[src/rtl/uart_receiver.sv]
// UART receiver: 16x oversampled, 8 data bits LSB first, even parity, one stop bit.
// Data and error flags are registered on the stop-bit evaluation tick; Rx_VALID pulses only for clean frames.
module uart_receiver (
    input  logic       clk,
    input  logic       reset,
    input  logic       Rx_EN,
    input  logic       Rx_sample_ENABLE,
    input  logic       Rx_D,
    output logic [7:0] Rx_DATA,
    output logic       Rx_VALID,
    output logic       Rx_PERROR,
    output logic       Rx_FERROR
);

    typedef enum logic [2:0] {IDLE, START, DATA, PARITY, STOP} state_t;

    state_t      state, state_n;
    logic [1:0]  sync;
    logic        rx_s;
    logic [3:0]  cnt, cnt_n;
    logic [2:0]  idx, idx_n;
    logic [7:0]  shreg, shreg_n;
    logic        par, par_n;
    logic [7:0]  data_n;
    logic        valid_n, perr_n, ferr_n;
    logic        perr_calc;

    assign rx_s      = sync[1];
    assign perr_calc = (^shreg) ^ par;

    always_ff @(posedge clk) begin
        if (reset) begin
            sync      <= 2'b11;
            state     <= IDLE;
            cnt       <= 4'd0;
            idx       <= 3'd0;
            shreg     <= 8'h00;
            par       <= 1'b0;
            Rx_DATA   <= 8'h00;
            Rx_VALID  <= 1'b0;
            Rx_PERROR <= 1'b0;
            Rx_FERROR <= 1'b0;
        end else begin
            sync      <= {sync[0], Rx_D};
            state     <= state_n;
            cnt       <= cnt_n;
            idx       <= idx_n;
            shreg     <= shreg_n;
            par       <= par_n;
            Rx_DATA   <= data_n;
            Rx_VALID  <= valid_n;
            Rx_PERROR <= perr_n;
            Rx_FERROR <= ferr_n;
        end
    end

    always_comb begin
        state_n = state;
        cnt_n   = cnt;
        idx_n   = idx;
        shreg_n = shreg;
        par_n   = par;
        data_n  = Rx_DATA;
        perr_n  = Rx_PERROR;
        ferr_n  = Rx_FERROR;
        valid_n = 1'b0;

        if (!Rx_EN) begin
            state_n = IDLE;
            cnt_n   = 4'd0;
            idx_n   = 3'd0;
        end else if (Rx_sample_ENABLE) begin
            case (state)
                IDLE: begin
                    if (!rx_s) begin
                        state_n = START;
                        cnt_n   = 4'd0;
                    end
                end
                START: begin
                    // Mid-start-bit recheck rejects glitches shorter than half a bit
                    if (cnt != 4'd7) begin
                        cnt_n = cnt + 4'd1;
                    end else if (!rx_s) begin
                        state_n = DATA;
                        cnt_n   = 4'd0;
                        idx_n   = 3'd0;
                    end else begin
                        state_n = IDLE;
                        cnt_n   = 4'd0;
                    end
                end
                DATA: begin
                    if (cnt != 4'd15) begin
                        cnt_n = cnt + 4'd1;
                    end else begin
                        shreg_n[idx] = rx_s;
                        cnt_n        = 4'd0;
                        if (idx == 3'd7) begin
                            state_n = PARITY;
                            idx_n   = 3'd0;
                        end else begin
                            idx_n = idx + 3'd1;
                        end
                    end
                end
                PARITY: begin
                    if (cnt != 4'd15) begin
                        cnt_n = cnt + 4'd1;
                    end else begin
                        par_n   = rx_s;
                        cnt_n   = 4'd0;
                        state_n = STOP;
                    end
                end
                STOP: begin
                    if (cnt != 4'd15) begin
                        cnt_n = cnt + 4'd1;
                    end else begin
                        data_n  = shreg;
                        perr_n  = perr_calc;
                        ferr_n  = ~rx_s;
                        valid_n = ~perr_calc & rx_s;
                        cnt_n   = 4'd0;
                        state_n = IDLE;
                    end
                end
                default: begin
                    state_n = IDLE;
                    cnt_n   = 4'd0;
                    idx_n   = 3'd0;
                end
            endcase
        end
    end

endmodule

[config.mk]
export PLATFORM = sky130hd
export DESIGN_NAME = uart_receiver
export DESIGN_NICKNAME = d
export VERILOG_FILES = /design/src/rtl/uart_receiver.sv
export SDC_FILE = /design/constraint.sdc
export NUM_CORES = 1
export LEC_CHECK = 0
export BUFFER_PORTS_ARGS = -buffer_cell sky130_fd_sc_hd__buf_4
export CAP_MARGIN = 5
export CORE_ASPECT_RATIO = 1.1
export CORE_MARGIN = 5
export CORE_UTILIZATION = 52
export CTS_CLUSTER_DIAMETER = 40
export DETAILED_ROUTE_END_ITERATION = 7
export GPL_TIMING_DRIVEN = 0
export PLACE_DENSITY = 0.74
export SYNTH_ARGS = -nofsm -noshare
export SYNTH_HDL_FRONTEND = slang
export SYNTH_SLANG_ARGS = --single-unit
[constraint.sdc]
create_clock -name clk -period 1.8 [get_ports clk]
set_clock_uncertainty 0.2 [all_clocks]
set_input_delay 0.18 -clock clk [delete_from_list [all_inputs] [get_ports clk]]
set_output_delay 0.18 -clock clk [all_outputs]
set_load 0.02 [all_outputs]
== Word-level counts from Yosys, hierarchy flattened ==
Index checks and enable logic that the tools add are counted.

* Add/subtract/negate cells: 2
* Order comparisons: 2
* Equality and inequality tests: 14
* Mux-type cells: 20
* Bitwise operators: 9
* Reductions and logical operators: 13

{| class="wikitable"
|+ Operators by type and width
! operator !! number
|-
| $mux W3 || 10
|-
| $pmux W3 S5 || 1
|-
| $ne A2 B2 Y1 const B || 7
|-
| $mux W4 || 3
|-
| $pmux W4 S3 || 1
|-
| $reduce_and A4 Y1 || 3
|-
| $pmux W3 S3 || 1
|-
| $bwmux W8 || 1
|-
| $reduce_xor A8 Y1 || 1
|-
| $not A1 Y1 || 7
|-
| $reduce_and A7 Y1 || 1
|-
| $eq A3 B2 Y1 const B || 2
|-
| $eq A3 B3 Y1 const B || 2
|-
| $reduce_or A3 Y1 || 2
|-
| $reduce_and A5 Y1 || 1
|-
| $reduce_or A5 Y1 || 1
|-
| $add A4 B1 Y4 const B || 1
|-
| $lt A3 B4 Y1 const B || 1
|-
| $ne A4 B3 Y1 const B || 1
|-
| $ne A4 B4 Y1 const B || 1
|-
| $add A3 B1 Y3 const B || 1
|-
| $demux W1 S3 || 1
|-
| $eq A3 B1 Y1 const B || 1
|-
| $ge A3 B1 Y1 const B || 1
|-
| other kinds (8) || 8
|}

* Register bits after elaboration: 32
* Input bits: 5
* Output and inout port bits: 11

== Depth between registers and ports, before layout ==
Gate-level depths: netlist of the first run.

* Depth in word-level cells: 5
* Depth in mapped cells: 6
* Depth with buffers taken out: 5

== Worst setup path after synthesis of the first run ==
OpenSTA, ideal clock, no wires.

* Path type: reg-to-reg
* Start point: register state[1]
* End point: register shreg[6]
* Library setup time: 0.070 ns
* Data arrival time: 1.749 ns
* Data required time: 1.530 ns
* Path slack: -0.220 ns
* Cell stages (with the launch flop): 5
* Clock period less this slack: 2.020 ns
* Path through: dfxtp_1 > or3b_4 > or4_4 > or3_1 > a21oi_1

* Word-level cells in the longest chain between the ends: 2

{| class="wikitable"
|+ Ends and longest elaborated chain
! item !! line !! RTL
|-
| from (decl) || 17 || <nowiki>state_t state, state_n;</nowiki>
|-
| from (signal assigned) || 45 || <nowiki>state <= state_n;</nowiki>
|-
| $eq A3 B2 Y1 || 73 || <nowiki>case (state)</nowiki>
|-
| $reduce_and A4 Y1 (no line) || -- ||
|-
| to (signal assigned) || 48 || <nowiki>shreg <= shreg_n;</nowiki>
|-
| to (decl) || 22 || <nowiki>logic [7:0] shreg, shreg_n;</nowiki>
|}

Every way passes these cells.
A chain may end at the register's enable or synchronous reset.

== Worst setup path after layout of the first run ==
Ends and elaborated chain as after synthesis.

==> out/summary.txt, run 1 <==
total track usage -> 20.0%
clock buffer count from CTS -> 5
maximum clock rate -> 514 MHz
Skew-Pair Late Insertion Delay -> 340 ps
cells on worst reg2reg path -> 5
critical path, cell by cell -> or3b_4, or4_4, buf_4, o21ai_1, a21oi_1
Crit path required time -> 1810 ps
hpwl dp -> 2.56 mm
failing checks -> setup timing
CP Max Fanout -> 7
Iteration-0 DRC Markers -> 73
Final Hold Vio Count -> 0
placed cell area -> 1790 um^2
min Tclk post-route -> 1950 ps
Final Cycle Share -> 108%
CTS tree -> built
Worst R2R Start -> state[1]
HP Class -> in -> reg
Area Growth Syn to Fin -> 26.7%
Worst Hold Depth -> 2
row cnt -> 21
share of cells above drive strength 1 -> 27.9%
Vias -> 1503
syn_nets -> 194
Rel. slew slack -> 66.0%
RSZ-0062 raised after global routing -> true
slowest CP cell -> or4_4
Max stage delay on crit path -> 450 ps
Tightest Pin Transition -> 510 ps
Worst setup SP type -> flip-flop
largest net degree at the start of global routing -> 11
worst hold endpoint -> sync[0]
Final TNS setup -> -962 ps
post-synth top area share -> 39.5%
sequential area share after synthesis -> 39.5%
met3 GRT Util -> 6.16%
max-cap viol count -> 0
antenna violations before repair -> 0
Slew Viols, Final -> 0
Starting Density -> 53.7%
Critical path buffers and inverters -> 1
GR Util met2 -> 37.9%
post-synth cell types -> 46
routed wire length -> 3.94 mm
Worst setup EP type -> flip-flop
CTS HTree Levels -> 2
mean post-synth cell area -> 8.72 um^2
net total in the final layout -> 226
CP delay by family, top -> simple AND/OR/NAND/NOR gates
Remaining Overflow, GRT -> 0
number of enable flip-flop cells after synthesis -> 0
status -> finished with violations
final setup vio count -> 18
most used flip-flop cell after synthesis -> dfxtp_1
Hold Startpoint -> reset
DR vias/cell -> 5.94
pre-CTS setup slack -> -360 ps
ys async rst share -> 0%
R2R setup slack -> -150 ps
CTS Sinks -> 32
critical path class -> reg -> reg
worst vdd ir -> 511 uV
RePlAce Congestion -> 0.896
Placed Cells -> 234
post-route insts no fill -> 253
port buffer count -> 14
Post-Synth XOR/XNOR Area -> 4.63%
Synth Area in Compound Gates -> 16.4%
warnings from Yosys -> 0
Static Leak -> 0.744 nW
final hold slack -> 30.1 ps
Top Usage Layer GRT -> met2
leading area contributor after synthesis -> dfxtp_1
first-pass GRT wire length -> 6.73 mm
Mapped Area -> 1620 um^2
I/O pin total -> 16
Final Util -> 68.0%
DRC -> 0
clock buffer depth -> 2
First-pass DRT Iterations -> 4
largest family of logic cells by synthesized area -> simple AND/OR/NAND/NOR gates
vias in the first global route -> 1542
Die ar. -> 4340 um^2
Area contributors post-synth -> dfxtp_1, mux2i_1, a21oi_1
Worst R2R End -> shreg[6]
power density cells -> 585 nW/um^2
Antenna Cells -> 0
GR Layer Usage met1 -> 19.2%
Worst Path Arrival -> 1960 ps
post-synthesis mux area share -> 7.40%
Post-Synthesis Cells -> 186
FILL cells -> 240
die height -> 68.6 um
core box area -> 3020 um^2
Final Power -> 1.20 mW
CTS root buffer -> clkbuf_4
Design Area, Final -> 2060 um^2
remaining antenna violation count -> 0
Die Width -> 63.3 um
adder-cell area share of the yosys netlist -> 2.31%
commonest non-fill, non-tap cells in the layout -> dfxtp_1, buf_4, a21oi_1
Final WS setup -> -146 ps
wire per inst -> 15.6 um
Synth Register Bits -> 32
simple-gate portion of the synthesized area -> 26.2%
commonest non-fill, non-tap cell in the layout -> dfxtp_1
CTS clk-pin slew, worst paths -> 110 ps
synth_stat cells, types with 4 or more instances:
cell and count:
dfxtp_1 32, xnor2_1 5, mux2i_1 12, a21oi_1 18
o21ai_0 4, o31ai_1 5, o21ai_1 5, nor2b_1 4
nand3_1 12, nor2_1 13, nand2_1 10, nor3_1 4
clkbuf_1 9
per-layer routing:
metal,up-vias,part of all wire [%]
met5,-,0
met4,0,3.6
met3,15,4.0
met2,34,52
met1,711,40
li1,743,-
cell type report:
class,instances,area (um^2),area share (%)
Clock buffer,6,51.3,2.50
Sequential cell,32,649,31.6
Timing Repair Buffer,26,204,9.92
Multi-Input combinational cell,139,1020,49.8
Buffer,11,62.6,3.04
Clock inverter,2,10.0,0.487
Tap cell,34,42.5,2.07
Inverter,3,11.3,0.548
sequential cells by signal, indices dropped and copies added, names as in the netlist:
register / flops
par: 1
shreg: 8
state: 3
Rx_PERROR: 1
Rx_DATA: 8
Rx_FERROR: 1
Rx_VALID: 1
sync: 2
idx: 3
cnt: 4
cells by family after synthesis:
family | after synthesis
xor+xnor | 7
flops | 32
compound gates | 43
fa+ha+maj | 3
mux | 12
simple gates | 74
buf+inv | 15
worst max path at each step:
stage	cells after the start	start	slack, ps	to
2_1_floorplan	4	state[1]	-50	shreg[6]
3_3_place_gp	6	cnt[3]	-300	Rx_DATA[1]
3_5_place_dp	6	cnt[3]	-360	Rx_DATA[6]
4_1_cts	4	state[1]	-120	shreg[6]
5_1_grt	5	state[1]	-200	shreg[6]
6_report	5	state[1]	-150	shreg[6]
power by group:
group          total (mW)  leakage (nW)  switching (mW)  internal [mW]
registers           0.710         0.261         0.00158          0.708
logic              0.0575         0.445          0.0362         0.0213
clock network       0.435        0.0380           0.249          0.186
worst reg2reg max path: cells and delay by family, from the launching register on:
kind	cells	cell delay [ps]
AND/OR/NAND/NOR	2	830
flip-flops	1	390
AO/OA/AOI/OAI	2	250
buffers and inverters	1	160
what timing repair did:
item                                   in CTS  in global routing
pin swaps                                   8                  5
endpoints found under the hold margin       2                  0
hold buffers                                2                  0
buffers inserted                            9                  2
setup endpoints to repair                  27                 28
resized for setup                          23                  9
Note: power is estimated with default switching activity, not from simulation.
==> run 2, diff against run 1 <==
--- a/config.mk
+++ b/config.mk
@@ -5,6 +5,7 @@
 export SDC_FILE = /design/constraint.sdc
 export NUM_CORES = 1
 export LEC_CHECK = 0
+export ABC_AREA = 1
 export BUFFER_PORTS_ARGS = -buffer_cell sky130_fd_sc_hd__buf_4
 export CAP_MARGIN = 5
 export CORE_ASPECT_RATIO = 1.1
==> constraint.sdc (replaced) <==
create_clock -name clk -period 1.7 [get_ports clk]
set_clock_uncertainty 0.2 [all_clocks]
set_input_delay 0.17 -clock clk [delete_from_list [all_inputs] [get_ports clk]]
set_output_delay 0.17 -clock clk [all_outputs]
set_load 0.02 [all_outputs]
==> run 2 against run 1 <==
First-iteration DRC count shrank 14%. Die area rose by 3.7%. Wire length decreased by 8.4%. Final cell count rose by 28%. Sequential cell count unchanged. Clock power is 3% higher. Total power increased by 8.0%. Clock-buffer cell count up 2. Worst hold slack better by 39 ps. The run now ends clean. Critical path depth up 4. Sequential share of layout area is 0.36 points lower.
==> out/summary.txt, run 2 <==
FILL cells -> 289 (+20%)
Vias -> 1646 (+9.5%)
Iteration-0 DRC Markers -> 63 (-14%)
post-route insts no fill -> 323 (+28%)
hpwl dp -> 2.63 mm (+2.5%)
sequential area share after synthesis -> 37.8% (-1.7 points)
Placed Cells -> 308 (+32%)
worst vdd ir -> 426 uV (-17%)
DRC -> 0 (unchanged)
RePlAce Congestion -> 0.868 (-3.2%)
syn_nets -> 267 (+38%)
Sequential cell area -> 656 um^2 (+0.96%)
CTS Sinks -> 32 (unchanged)
status -> completed
min Tclk post-route -> 1680 ps (-264 ps)
routed wire length -> 3.61 mm (-8.4%)
DR vias/cell -> 5.10 (-14%)
commonest non-fill, non-tap cells in the layout -> nand2_1, nor2_1, inv_1
placed cell area -> 1850 um^2 (+3.2%)
CTS HTree Levels -> 2 (unchanged)
most used flip-flop cell after synthesis -> dfxtp_1
clock network fraction of total power -> 34.4% (-1.8 points)
Final WS setup -> 17.7 ps (+164 ps)
Rel. slew slack -> 75.6% (+9.6 points)
First-pass DRT Iterations -> 4 (unchanged)
Final Power -> 1.30 mW (+8.0%)
CP Max Fanout -> 5 (-2)
Die Width -> 64.4 um (+1.8%)
Logic pwr share -> 7.1% (+2.3 points)
clock buffer count from CTS -> 5 (unchanged)
leading area contributor after synthesis -> dfxtp_1
largest net degree at the start of global routing -> 11 (unchanged)
post-synth cell types -> 23 (-50%)
Reg power frac -> 58.5% (-0.5 points)
Final Hold Vio Count -> 0 (unchanged)
Synth Register Bits -> 32 (unchanged)
Area contributors post-synth -> dfxtp_1, nand2_1, nor2_1
Tightest Pin Transition -> 366 ps (-144 ps)
final setup vio count -> 0 (-18)
maximum clock rate -> 594 MHz (+16%)
registers with the most flip-flops -> Rx_DATA: 8 flops, shreg: 8 flops, cnt: 4 flops
most frequent cells after synthesis -> nand2_1, nor2_1, inv_1, dfxtp_1, nand3_1
Design Area, Final -> 2100 um^2 (+2.1%)
Final Cycle Share -> 99.0% (-9.2 points)
Worst Path Arrival -> 1720 ps (-240 ps)
pre-CTS setup slack -> -186 ps (+174 ps)
switching share of power -> 23.9% (about the same)
Worst setup EP type -> flip-flop
Post-Synthesis Cells -> 259 (+39%)
clock buffer depth -> 2 (unchanged)
die height -> 69.9 um (+1.9%)
count leader, synth -> nand2_1
area occupied by multi-input gates -> 993 um^2 (-3.1%)
commonest non-fill, non-tap cell in the layout -> nand2_1
Skew-Pair Late Insertion Delay -> 330 ps (about the same)
mean post-synth cell area -> 6.54 um^2 (-25%)
Antenna Cells -> 0 (unchanged)
Remaining Overflow, GRT -> 0 (unchanged)
Mapped Area -> 1690 um^2 (+4.4%)
power density cells -> 619 nW/um^2 (+5.8%)
Die ar. -> 4500 um^2 (+3.7%)
Pint -> 0.989 mW (+8.1%)
Area Growth Syn to Fin -> 23.9%
Static Leak -> 0.908 nW (+22%)
number of enable flip-flop cells after synthesis -> 0 (unchanged)
ys async rst share -> 0% (unchanged)
row cnt -> 21 (unchanged)
core box area -> 3100 um^2 (+2.6%)
CTS clk-pin slew, worst paths -> 100 ps (about the same)
warnings from Yosys -> 0 (unchanged)
net total in the final layout -> 296 (+31%)
Worst setup SP type -> flip-flop
Psw -> 0.310 mW (+8.0%)
post-synth top area share -> 37.8% (-1.7 points)
share of cells above drive strength 1 -> 24.2% (-3.6 points)
remaining antenna violation count -> 0 (unchanged)
HP Class -> in -> reg
wire per inst -> 11.2 um (-28%)
first-pass GRT wire length -> 6.40 mm (-4.9%)
I/O pin total -> 16 (unchanged)
max-cap viol count -> 0 (unchanged)
vias in the first global route -> 1512 (-1.9%)
CTS tree -> built
total track usage -> 17.9% (-2.2 points)
CTS root buffer -> clkbuf_4
antenna violations before repair -> 0 (unchanged)
Starting Density -> 54.6% (+0.93 points)
Crit path required time -> 1740 ps (-70 ps)
critical path class -> reg -> reg
Slew Viols, Final -> 0 (unchanged)
RSZ-0062 raised after global routing -> true
port buffer count -> 15 (+1)
## run 2: path summary, 6_finish.rpt
check	startpoint	endpoint	slack [ps]	cells past startpoint
worst max register to register	cnt[1]	Rx_PERROR	20	9
worst min-delay path	Rx_EN	shreg[3]	70	5
worst min register to register	sync[0]	sync[1]	220	1
worst max-delay path	cnt[1]	Rx_PERROR	20	9
## run 2: layout make-up
type	instances	area share (%)
clock buffer	8	2.80
timing repair buffer	22	9.06
tap	34	2.03
multi-input combinational	187	47.3
inverter	38	6.79
buffer	2	0.775
sequential	32	31.2
## run 2: per-stage QoR
step / TNS [ps] / hold slack (ps) / utilization (%)
floorplan: 0 / 39.1 / -
global placement: -1520 / 157 / 59.6
detailed placement: -1770 / 161 / 59.6
CTS: 0 / 32.3 / 64.5
global route: -1220 / 67.0 / 67.7
finish: 0 / 69.5 / 67.7
## run 2: kinds of logic (layout without fill, tap and decap cells)
logic type	Yosys count	after routing	synth area share (%)
fa+ha+maj	3	3	2.22
buf+inv	40	70	9.38
xor+xnor	3	3	1.55
simple gates	142	142	37.4
flops	32	32	37.8
compound gates	39	39	11.7
## run 2: per-layer routing
layer | up-vias | track usage (%) | part of all wire, %
met4 | 0 | 7.28 | 2.9
met2 | 22 | 32.2 | 52
met1 | 740 | 18.8 | 42
met3 | 9 | 5.77 | 3.5
met5 | - | 0 | 0
li1 | 875 | - | -
## run 2: worst max-delay path, cell delays in order (launching register included)
cell     delay [ps]
dfxtp_4         370
ha_4            180
nand2_4          70
nor2_4          140
nand3_4         110
nor2_4          180
buf_6           160
nand3_4          80
nand2_2          80
inv_2            30
## run 2: timing repair
action,in CTS,in global routing
setup endpoints to repair,23,30
endpoints found under the hold margin,6,0
pin swaps,2,13
hold buffers,3,0
gates cloned,0,0
buffers inserted,4,1
resized for setup,7,31
## run 2: power by group through the flow
stage               combinational [mW]  sequential (mW)  clock, mW
finish                          0.0925            0.760      0.447
global route                     0.107            0.762      0.494
CTS                             0.0907            0.762      0.471
detailed placement              0.0844            0.781          0
global placement                0.0837            0.781          0
floorplan                       0.0609            0.779          0
==> run 3, diff against run 2 <==
--- a/config.mk
+++ b/config.mk
@@ -14,6 +14,7 @@
 export CTS_CLUSTER_DIAMETER = 40
 export DETAILED_ROUTE_END_ITERATION = 7
 export GPL_TIMING_DRIVEN = 0
+export HOLD_SLACK_MARGIN = 0.12
 export PLACE_DENSITY = 0.74
 export SYNTH_ARGS = -nofsm -noshare
 export SYNTH_HDL_FRONTEND = slang
==> constraint.sdc (replaced) <==
create_clock -name clk -period 1.7 [get_ports clk]
set_clock_uncertainty 0.2 [all_clocks]
set_input_delay 0 -clock clk [delete_from_list [all_inputs] [get_ports clk]]
set_output_delay 0 -clock clk [all_outputs]
set_load 0.02 [all_outputs]
==> run 3 against run 2 <==
Die area did not move. Non-clock buffer count rose by 3. Maximum frequency barely moved. Wire length rose by 2.2%. Worst setup slack improved by 1.5 ps. Total power rose by 0.73%. Register-to-register slack barely moved. Clock power barely moved. Largest cell class unchanged. Largest power group unchanged.
==> out/summary.txt, run 3 (same netlist as run 2, synthesis figures left out) <==
status -> completed
Final TNS setup -> 0 ps (unchanged)
Iteration-0 DRC Markers -> 49 (-22%)
wire per inst -> 11.3 um (+1.3%)
clock buffer depth -> 2 (unchanged)
worst vdd ir -> 429 uV (+0.57%)
Static Leak -> 0.920 nW (+1.2%)
DRC -> 0 (unchanged)
Starting Density -> 54.6% (unchanged)
CTS clk-pin slew, worst paths -> 90 ps (about the same)
RePlAce Congestion -> 0.868 (unchanged)
Final Power -> 1.31 mW (+0.73%)
core box area -> 3100 um^2 (unchanged)
CTS root buffer -> clkbuf_4
Die Width -> 64.4 um (unchanged)
Hold Startpoint -> sync[0]
min Tclk post-route -> 1680 ps (-1.46 ps)
registers with the most flip-flops -> Rx_DATA: 8 flops, shreg: 8 flops, cnt: 4 flops
total track usage -> 18.1% (+0.23 points)
final hold slack -> 218 ps (+148 ps)
commonest non-fill, non-tap cell in the layout -> nand2_1
I/O pin total -> 16 (unchanged)
CTS tree -> built
Crit path required time -> 1730 ps (about the same)
hpwl dp -> 2.63 mm (unchanged)
max-cap viol count -> 0 (unchanged)
pre-CTS setup slack -> -186 ps (unchanged)
net total in the final layout -> 299 (+1.0%)
most frequent CP cell -> nor2_4
share of cells above drive strength 1 -> 23.6% (-0.59 points)
critical path, cell by cell -> ha_4, nand2_4, nor2_4, nand3_4, nor2_4, buf_6, buf_12, a21oi_2
routed wire length -> 3.69 mm (+2.2%)
die height -> 69.9 um (unchanged)
start point of the critical path -> cnt[1]
Final Util -> 68.6% (+0.89 points)
slowest CP cell -> dfxtp_4
Slew Viols, Final -> 0 (unchanged)
critical path class -> reg -> reg
Worst Path Arrival -> 1710 ps (about the same)
Max stage delay on crit path -> 370 ps (about the same)
remaining antenna violation count -> 0 (unchanged)
Worst setup SP type -> flip-flop
Final Hold Vio Count -> 0 (unchanged)
Remaining Overflow, GRT -> 0 (unchanged)
clock buffer count from CTS -> 5 (unchanged)
Final WS setup -> 19.2 ps (+1.46 ps)
maximum clock rate -> 595 MHz (about the same)
Vias -> 1644 (-0.12%)
DR vias/cell -> 5.04 (-1.0%)
Area Growth Syn to Fin -> 25.6%
port buffer count -> 15 (unchanged)
CP Max Fanout -> 6 (+1)
Worst setup EP type -> flip-flop
first-pass GRT wire length -> 6.49 mm (+1.5%)
final setup vio count -> 0 (unchanged)
HP Class -> reg -> reg
row cnt -> 21 (unchanged)
Antenna Cells -> 0 (unchanged)
First-pass DRT Iterations -> 6 (+2)
vias in the first global route -> 1531 (+1.3%)
Die ar. -> 4500 um^2 (unchanged)
antenna violations before repair -> 0 (unchanged)
CTS HTree Levels -> 2 (unchanged)
Worst R2R Start -> cnt[1]
power density cells -> 615 nW/um^2 (-0.57%)
RSZ-0062 raised after global routing -> true
largest net degree at the start of global routing -> 11 (unchanged)
CTS Sinks -> 32 (unchanged)
Skew-Pair Late Insertion Delay -> 330 ps (about the same)
commonest non-fill, non-tap cells in the layout -> nand2_1, nor2_1, inv_1
Tightest Pin Transition -> 568 ps (+202 ps)
Rel. slew slack -> 62.0% (-14 points)
Final Cycle Share -> 98.9% (about the same)
run 3: cell count changes in the layout (fill, tap and decap cells not counted):
cell and change:
dlygate4sd3_1 +3, nor2_2 -1, nor2_1 +1
run 3: report_power, final:
part           switching, mW  internal (mW)
Combinational         0.0607         0.0377
Clock                  0.246          0.204
Sequential           0.00844          0.752
run 3: what timing repair did:
item	4_1_cts	5_1_grt
pin swaps	2	13
hold endpoints to repair	32	0
gates resized for setup	7	30
setup buffers	4	1
hold buffers	5	0
setup endpoints to repair	23	28
run 3: routing by layer:
layer	vias to the layer above	global-route usage, %	share of wire (%)
met5	-	0	0
met4	0	7.28	2.8
met3	9	5.77	3.4
met2	20	32.7	52
met1	738	19.1	41
li1	877	-	-
run 3: final cells by class:
| class | count | area [um^2] |
|---|---|---|
| Buffer | 2 | 16.3 |
| Clock buffer | 8 | 58.8 |
| Fill cell | 285 | 973 |
| Inverter | 38 | 143 |
| Multi-Input combinational cell | 187 | 991 |
| Sequential cell | 32 | 656 |
| Tap cell | 34 | 42.5 |
| Timing Repair Buffer | 25 | 220 |
run 3: worst max-delay path: cells and delay by family, from the launching register on:
| family | cells | cell delay [ps] |
|---|---|---|
| and+or+nand+nor | 4 | 510 |
| AOI/OAI and AO/OA | 1 | 40 |
| adders and majority gates | 1 | 180 |
| DFF | 1 | 370 |
| buffers and inverters | 2 | 280 |
run 3: worst paths after layout:
path / end / slack (ps) / cells past startpoint
min: sync[1] / 220 / 1
max reg2reg: Rx_DATA[5] / 20 / 8
min reg2reg: sync[1] / 220 / 1
max: Rx_DATA[5] / 20 / 8
run 3: metrics by stage:
stage	instances	area, um^2
CTS	325	2020
global placement	308	1850
finish	326	2130
floorplan	259	1690
global route	326	2130
detailed placement	308	1850
